===== config.mk =====
export PLATFORM = sky130hd
export DESIGN_NAME = serial_adder
export DESIGN_NICKNAME = d
export VERILOG_FILES = /design/src/rtl/serial_add_pkg.sv /design/src/rtl/serial_adder_fa_cell.sv /design/src/rtl/serial_adder.sv
export SDC_FILE = /design/constraint.sdc
export NUM_CORES = 1
export LEC_CHECK = 0
export CAP_MARGIN = 20
export CORE_ASPECT_RATIO = 0.75
export CORE_UTILIZATION = 51
export CTS_BUF_LIST = sky130_fd_sc_hd__clkbuf_2 sky130_fd_sc_hd__clkbuf_4 sky130_fd_sc_hd__clkbuf_8
export DETAILED_ROUTE_END_ITERATION = 6
export GPL_ROUTABILITY_DRIVEN = 1
export PLACE_DENSITY_LB_ADDON = 0.1
export SYNTH_ARGS = -nofsm -noshare
export SYNTH_HDL_FRONTEND = slang
export SYNTH_HIERARCHICAL = 1
export SYNTH_SLANG_ARGS = --single-unit

===== constraint.sdc =====
create_clock -name clk -period 1.45 [get_ports clk]
set_clock_uncertainty 0.15 [all_clocks]
set_input_delay 0.145 -clock clk [delete_from_list [all_inputs] [get_ports clk]]
set_output_delay 0.145 -clock clk [all_outputs]
set_load 0.03 [all_outputs]

===== src/rtl/serial_add_pkg.sv =====
// Shared types and constants for the bit-serial adder.
// FSM state encoding and the default operand width.
package serial_add_pkg;

  typedef enum logic [1:0] {
    ST_IDLE = 2'd0,
    ST_RUN  = 2'd1,
    ST_DONE = 2'd2
  } state_e;

  localparam int WIDTH_DEF = 8;

endpackage


===== src/rtl/serial_adder_fa_cell.sv =====
// One-bit combinational full adder.
// The serial adder instantiates exactly one of these.
module fa_cell (
  input  logic a,
  input  logic b,
  input  logic ci,
  output logic s,
  output logic co
);

  assign s  = a ^ b ^ ci;
  assign co = (a & b) | (a & ci) | (b & ci);

endmodule


===== src/rtl/serial_adder.sv =====
// Bit-serial WIDTH-bit adder: operands are shifted LSB-first
// through a single full-adder cell, one bit per clock.
module serial_adder
  import serial_add_pkg::*;
#(
  parameter int WIDTH = WIDTH_DEF
) (
  input  logic             clk,
  input  logic             rst_n,
  input  logic             in_valid,
  output logic             in_ready,
  input  logic [WIDTH-1:0] a,
  input  logic [WIDTH-1:0] b,
  input  logic             cin,
  output logic             out_valid,
  input  logic             out_ready,
  output logic [WIDTH-1:0] sum,
  output logic             cout
);

  localparam int CW = $clog2(WIDTH) + 1;
  localparam logic [CW-1:0] LAST = CW'(WIDTH - 1);

  state_e           state_q, state_d;
  logic [WIDTH-1:0] a_sr_q, a_sr_d;
  logic [WIDTH-1:0] b_sr_q, b_sr_d;
  logic [WIDTH-1:0] sum_sr_q, sum_sr_d;
  logic [WIDTH-1:0] sum_shift;
  logic             carry_q, carry_d;
  logic [CW-1:0]    cnt_q, cnt_d;
  logic             s_w, co_w;

  fa_cell u_fa (
    .a  (a_sr_q[0]),
    .b  (b_sr_q[0]),
    .ci (carry_q),
    .s  (s_w),
    .co (co_w)
  );

  // New sum bit enters at the MSB; a 1-bit sum is just the cell output.
  if (WIDTH == 1) begin : g_w1
    assign sum_shift = s_w;
  end else begin : g_wn
    assign sum_shift = {s_w, sum_sr_q[WIDTH-1:1]};
  end

  always_ff @(posedge clk or negedge rst_n) begin
    if (!rst_n) begin
      state_q <= ST_IDLE;
    end else begin
      state_q <= state_d;
    end
  end

  always_comb begin
    state_d = state_q;
    unique case (state_q)
      ST_IDLE: if (in_valid) state_d = ST_RUN;
      ST_RUN:  if (cnt_q == LAST) state_d = ST_DONE;
      ST_DONE: if (out_ready) state_d = ST_IDLE;
      default: state_d = ST_IDLE;
    endcase
  end

  always_comb begin
    in_ready  = 1'b0;
    out_valid = 1'b0;
    unique case (1'b1)
      (state_q == ST_IDLE): in_ready  = 1'b1;
      (state_q == ST_DONE): out_valid = 1'b1;
      default: ;
    endcase
    sum  = out_valid ? sum_sr_q : '0;
    cout = out_valid & carry_q;
  end

  always_comb begin
    a_sr_d   = a_sr_q;
    b_sr_d   = b_sr_q;
    sum_sr_d = sum_sr_q;
    carry_d  = carry_q;
    cnt_d    = cnt_q;
    if (state_q == ST_IDLE && in_valid) begin
      a_sr_d   = a;
      b_sr_d   = b;
      carry_d  = cin;
      cnt_d    = '0;
      sum_sr_d = '0;
    end else if (state_q == ST_RUN) begin
      a_sr_d   = a_sr_q >> 1;
      b_sr_d   = b_sr_q >> 1;
      sum_sr_d = sum_shift;
      carry_d  = co_w;
      cnt_d    = cnt_q + CW'(1);
    end
  end

  always_ff @(posedge clk or negedge rst_n) begin
    if (!rst_n) begin
      a_sr_q   <= '0;
      b_sr_q   <= '0;
      sum_sr_q <= '0;
      carry_q  <= 1'b0;
      cnt_q    <= '0;
    end else begin
      a_sr_q   <= a_sr_d;
      b_sr_q   <= b_sr_d;
      sum_sr_q <= sum_sr_d;
      carry_q  <= carry_d;
      cnt_q    <= cnt_d;
    end
  end

endmodule


==> results.toml <==
[clocking]
cts_tree = "yes"
cts_buffers = 5
cts_buffer_depth = 2
clk_latency_ns = 0.28
path_clk_slew_ns = 0.06
hold_buffers = 0
htree_num_levels = 2
cts_sinks = 31
cts_root_buf = "clkbuf_8"

[status]
status = "complete, but fails checks"
violations = "negative setup slack"

[grt]
grtUsageMet3_pct = 5.00
grt_pass1_vias = 1021
grt_use_met1_pct = 26.3
grt_max_degree = 32
antenna_found_initial = 0
grt_pass1_wl_microns = 4590
grt-ovfl-total = 0
busiest_layer = "met2"
grt.total_usage_pct = 20.7
met2_usage_pct = 36.3

[timing]
period_needed_ns = 1.54
max_slew_margin_pct = 80.7
grt_setup_unrepaired = "yes"
finalMaxSlewViolations = 0
hold_slack_ns = 0.0780
finalCritPeriodShare_pct = 106
hold_viol_final = 0
setup_viol = 28
worst_slew_pin_slew_ns = 0.289
clock.fmax_mhz = 651
finalSetupTns_ns = -1.35
setup_slack_ns = -0.0851

[worst_setup_path]
crit_slowest_cell = "dfrtp_2"
worstRegToRegCells = 5
r2r_end = "sum_sr_q[6]"
end_kind = "output port"
crit_family = "flip-flops"
path_cells = "nor2b_4 -> buf_6 -> and2_1 -> buf_6"
crit_buf_inv = 2
r2r_start = "state_q[0]"
crit_fanout = 9
max_stage_delay_ns = 0.43
crit_top_cell = "buf_6"
crit_path_start_kind = "flip-flop"
crit_type = "flip-flop to output port"
cp.arrival_ns = 1.24
r2r_setup_slack_ns = -0.08
cp.required_ns = 1.15

[synth]
synthFlopType = "dfrtp_1"
syn_area_per_cell_sq_um = 9.52
synth-edff-count = 0
yosysMostFrequentCell = "nand2_1"
yosysWarnings = 6
synth_commonest_cells = "54 x nand2_1, 31 x dfrtp_1, 15 x a22oi_1"
syn_nets = 171
syn-cell-area_sq_mm = 0.00141
synth.distinct_cells = 22
syn-instance-count = 148
synth_top_cell_by_area = "dfrtp_1"
synthArstFlopShare_pct = 100
yosysSeqAreaShare_pct = 55.1
synth_top_area_share_pct = 55.1
synth_area_leaders = "dfrtp_1 55%, nand2_1 14%, a22oi_1 8.0%"
synth-seq-cells = 31

[layout]
drive_above_1_share_pct = 24.6
syn2layout_area_growth_pct = 44.1
ff_latch_area_sq_um = 777
fin_cells = 231
nets = 217
multi_input_area_sq_um = 617
fill_cells = 183
diodes = 0

[min_path]
hp-class = "input pin to async pin"

[power]
p_per_area_mw_per_mm2 = 1760
power_mw = 3.58
power.leakage_nw = 0.978
irDropWorstVdd_v = 0.00128

[detailed_routing]
drt_iter0_drc = 71
wirelength_microns = 3020
vias_per_cell = 5.14
vias = 1187
ant_nets = 0
drc = 0
wl_per_cell_microns = 13.1
drt_pass1_iterations = 4

[job]
cap_violations = 0

[placed_design]
dp.cells = 218
place_congestion = 0.762
port_buffers = 31
place.detailed.hpwl_microns = 2020

[die]
die_h_microns = 47.5
initial_core_util_pct = 53.7
core_sq_mm = 0.00262
fp.dieW_microns = 62.7
die_area_sq_mm = 0.00298
num_io_pins = 32
fp-row-count = 16
==> worst reg2reg max path: stages, from the launching register on <==
cell and delay, ns:
dfrtp_2 0.43, buf_4 0.17, nor3b_4 0.29, buf_4 0.17
buf_6 0.11, o21ai_0 0.09
==> stage by stage <==
stage | cell area, sq um | util (%) | worst slack, ns
after floorplan | 1410 | - | 0.0302
after global placement | 1790 | 68.1 | 0.00207
after detailed placement | 1790 | 68.1 | -0.0393
after CTS | 1970 | 75.1 | -0.0874
after global routing | 2030 | 77.4 | -0.144
final | 2030 | 77.4 | -0.0851
==> cell type report <==
type	instances	area share, %
Tap cell	36	2.22
Inverter	1	0.185
Clock buffer	8	5.12
Multi-Input combinational cell	107	30.4
Timing Repair Buffer	48	23.8
Sequential cell	31	38.3
==> power breakdown <==
| part | leakage (nW) | total, mW | internal, mW | switching (mW) |
|---|---|---|---|---|
| registers | 0.399 | 1.49 | 1.23 | 0.255 |
| clock network | 0.0549 | 0.754 | 0.451 | 0.303 |
| logic | 0.524 | 1.34 | 0.629 | 0.710 |
| total | 0.978 | 3.58 | 2.31 | 1.27 |
==> sequential cells by signal, summed over array words and instances (netlist names) <==
signal    cells
a_sr_q        8
b_sr_q        8
sum_sr_q      8
cnt_q         4
state_q       2
carry_q       1
==> logic make-up after synthesis <==
kind of cell	count (synthesis)	share of synthesized area, %
buf+inv	10	4.08
simple gates	72	22.7
compound gates	32	15.1
flops	31	55.1
mux	1	0.711
fa+ha+maj	2	2.31
==> layout by cell type, fill, tap and decap left out, types with 2 or more instances in the layout <==
cell	synthesis	final
buf_6	0	16
a22oi_1	15	14
buf_4	4	11
nand2b_1	3	2
nor2b_4	0	2
nand2_1	54	54
clkbuf_8	0	7
and2_1	9	5
dfrtp_1	31	30
and2_4	0	4
o21ai_0	13	13
clkdlybuf4s50_1	0	20
==> how the worst max path moves through the flow <==
stage | start | end | slack, ns | cells after the start
finish | state_q[0] | sum[4] | -0.09 | 4
global route | state_q[0] | sum[4] | -0.14 | 4
CTS | state_q[0] | sum[4] | -0.09 | 4
floorplan | state_q[0] | cout | 0.03 | 3
global placement | in_valid | sum_sr_q[0] | 0.002 | 4
detailed placement | in_valid | cnt_q[3] | -0.04 | 5
==> routing by layer <==
layer  routed length, microns  vias up  share of wire, %
met2                     1440       26                48
li1                         -      586                 -
met1                     1440      572                48
met5                        0        -                 0
met4                       27        0              0.89
met3                      118        3               3.9
==> what timing repair did <==
action / in CTS / in global routing
endpoints found under the setup margin: 10 / 38
cloned: 0 / 1
resized for setup: 17 / 13
setup buffers: 3 / 1
No activity file was read; power rests on OpenSTA's default activity.
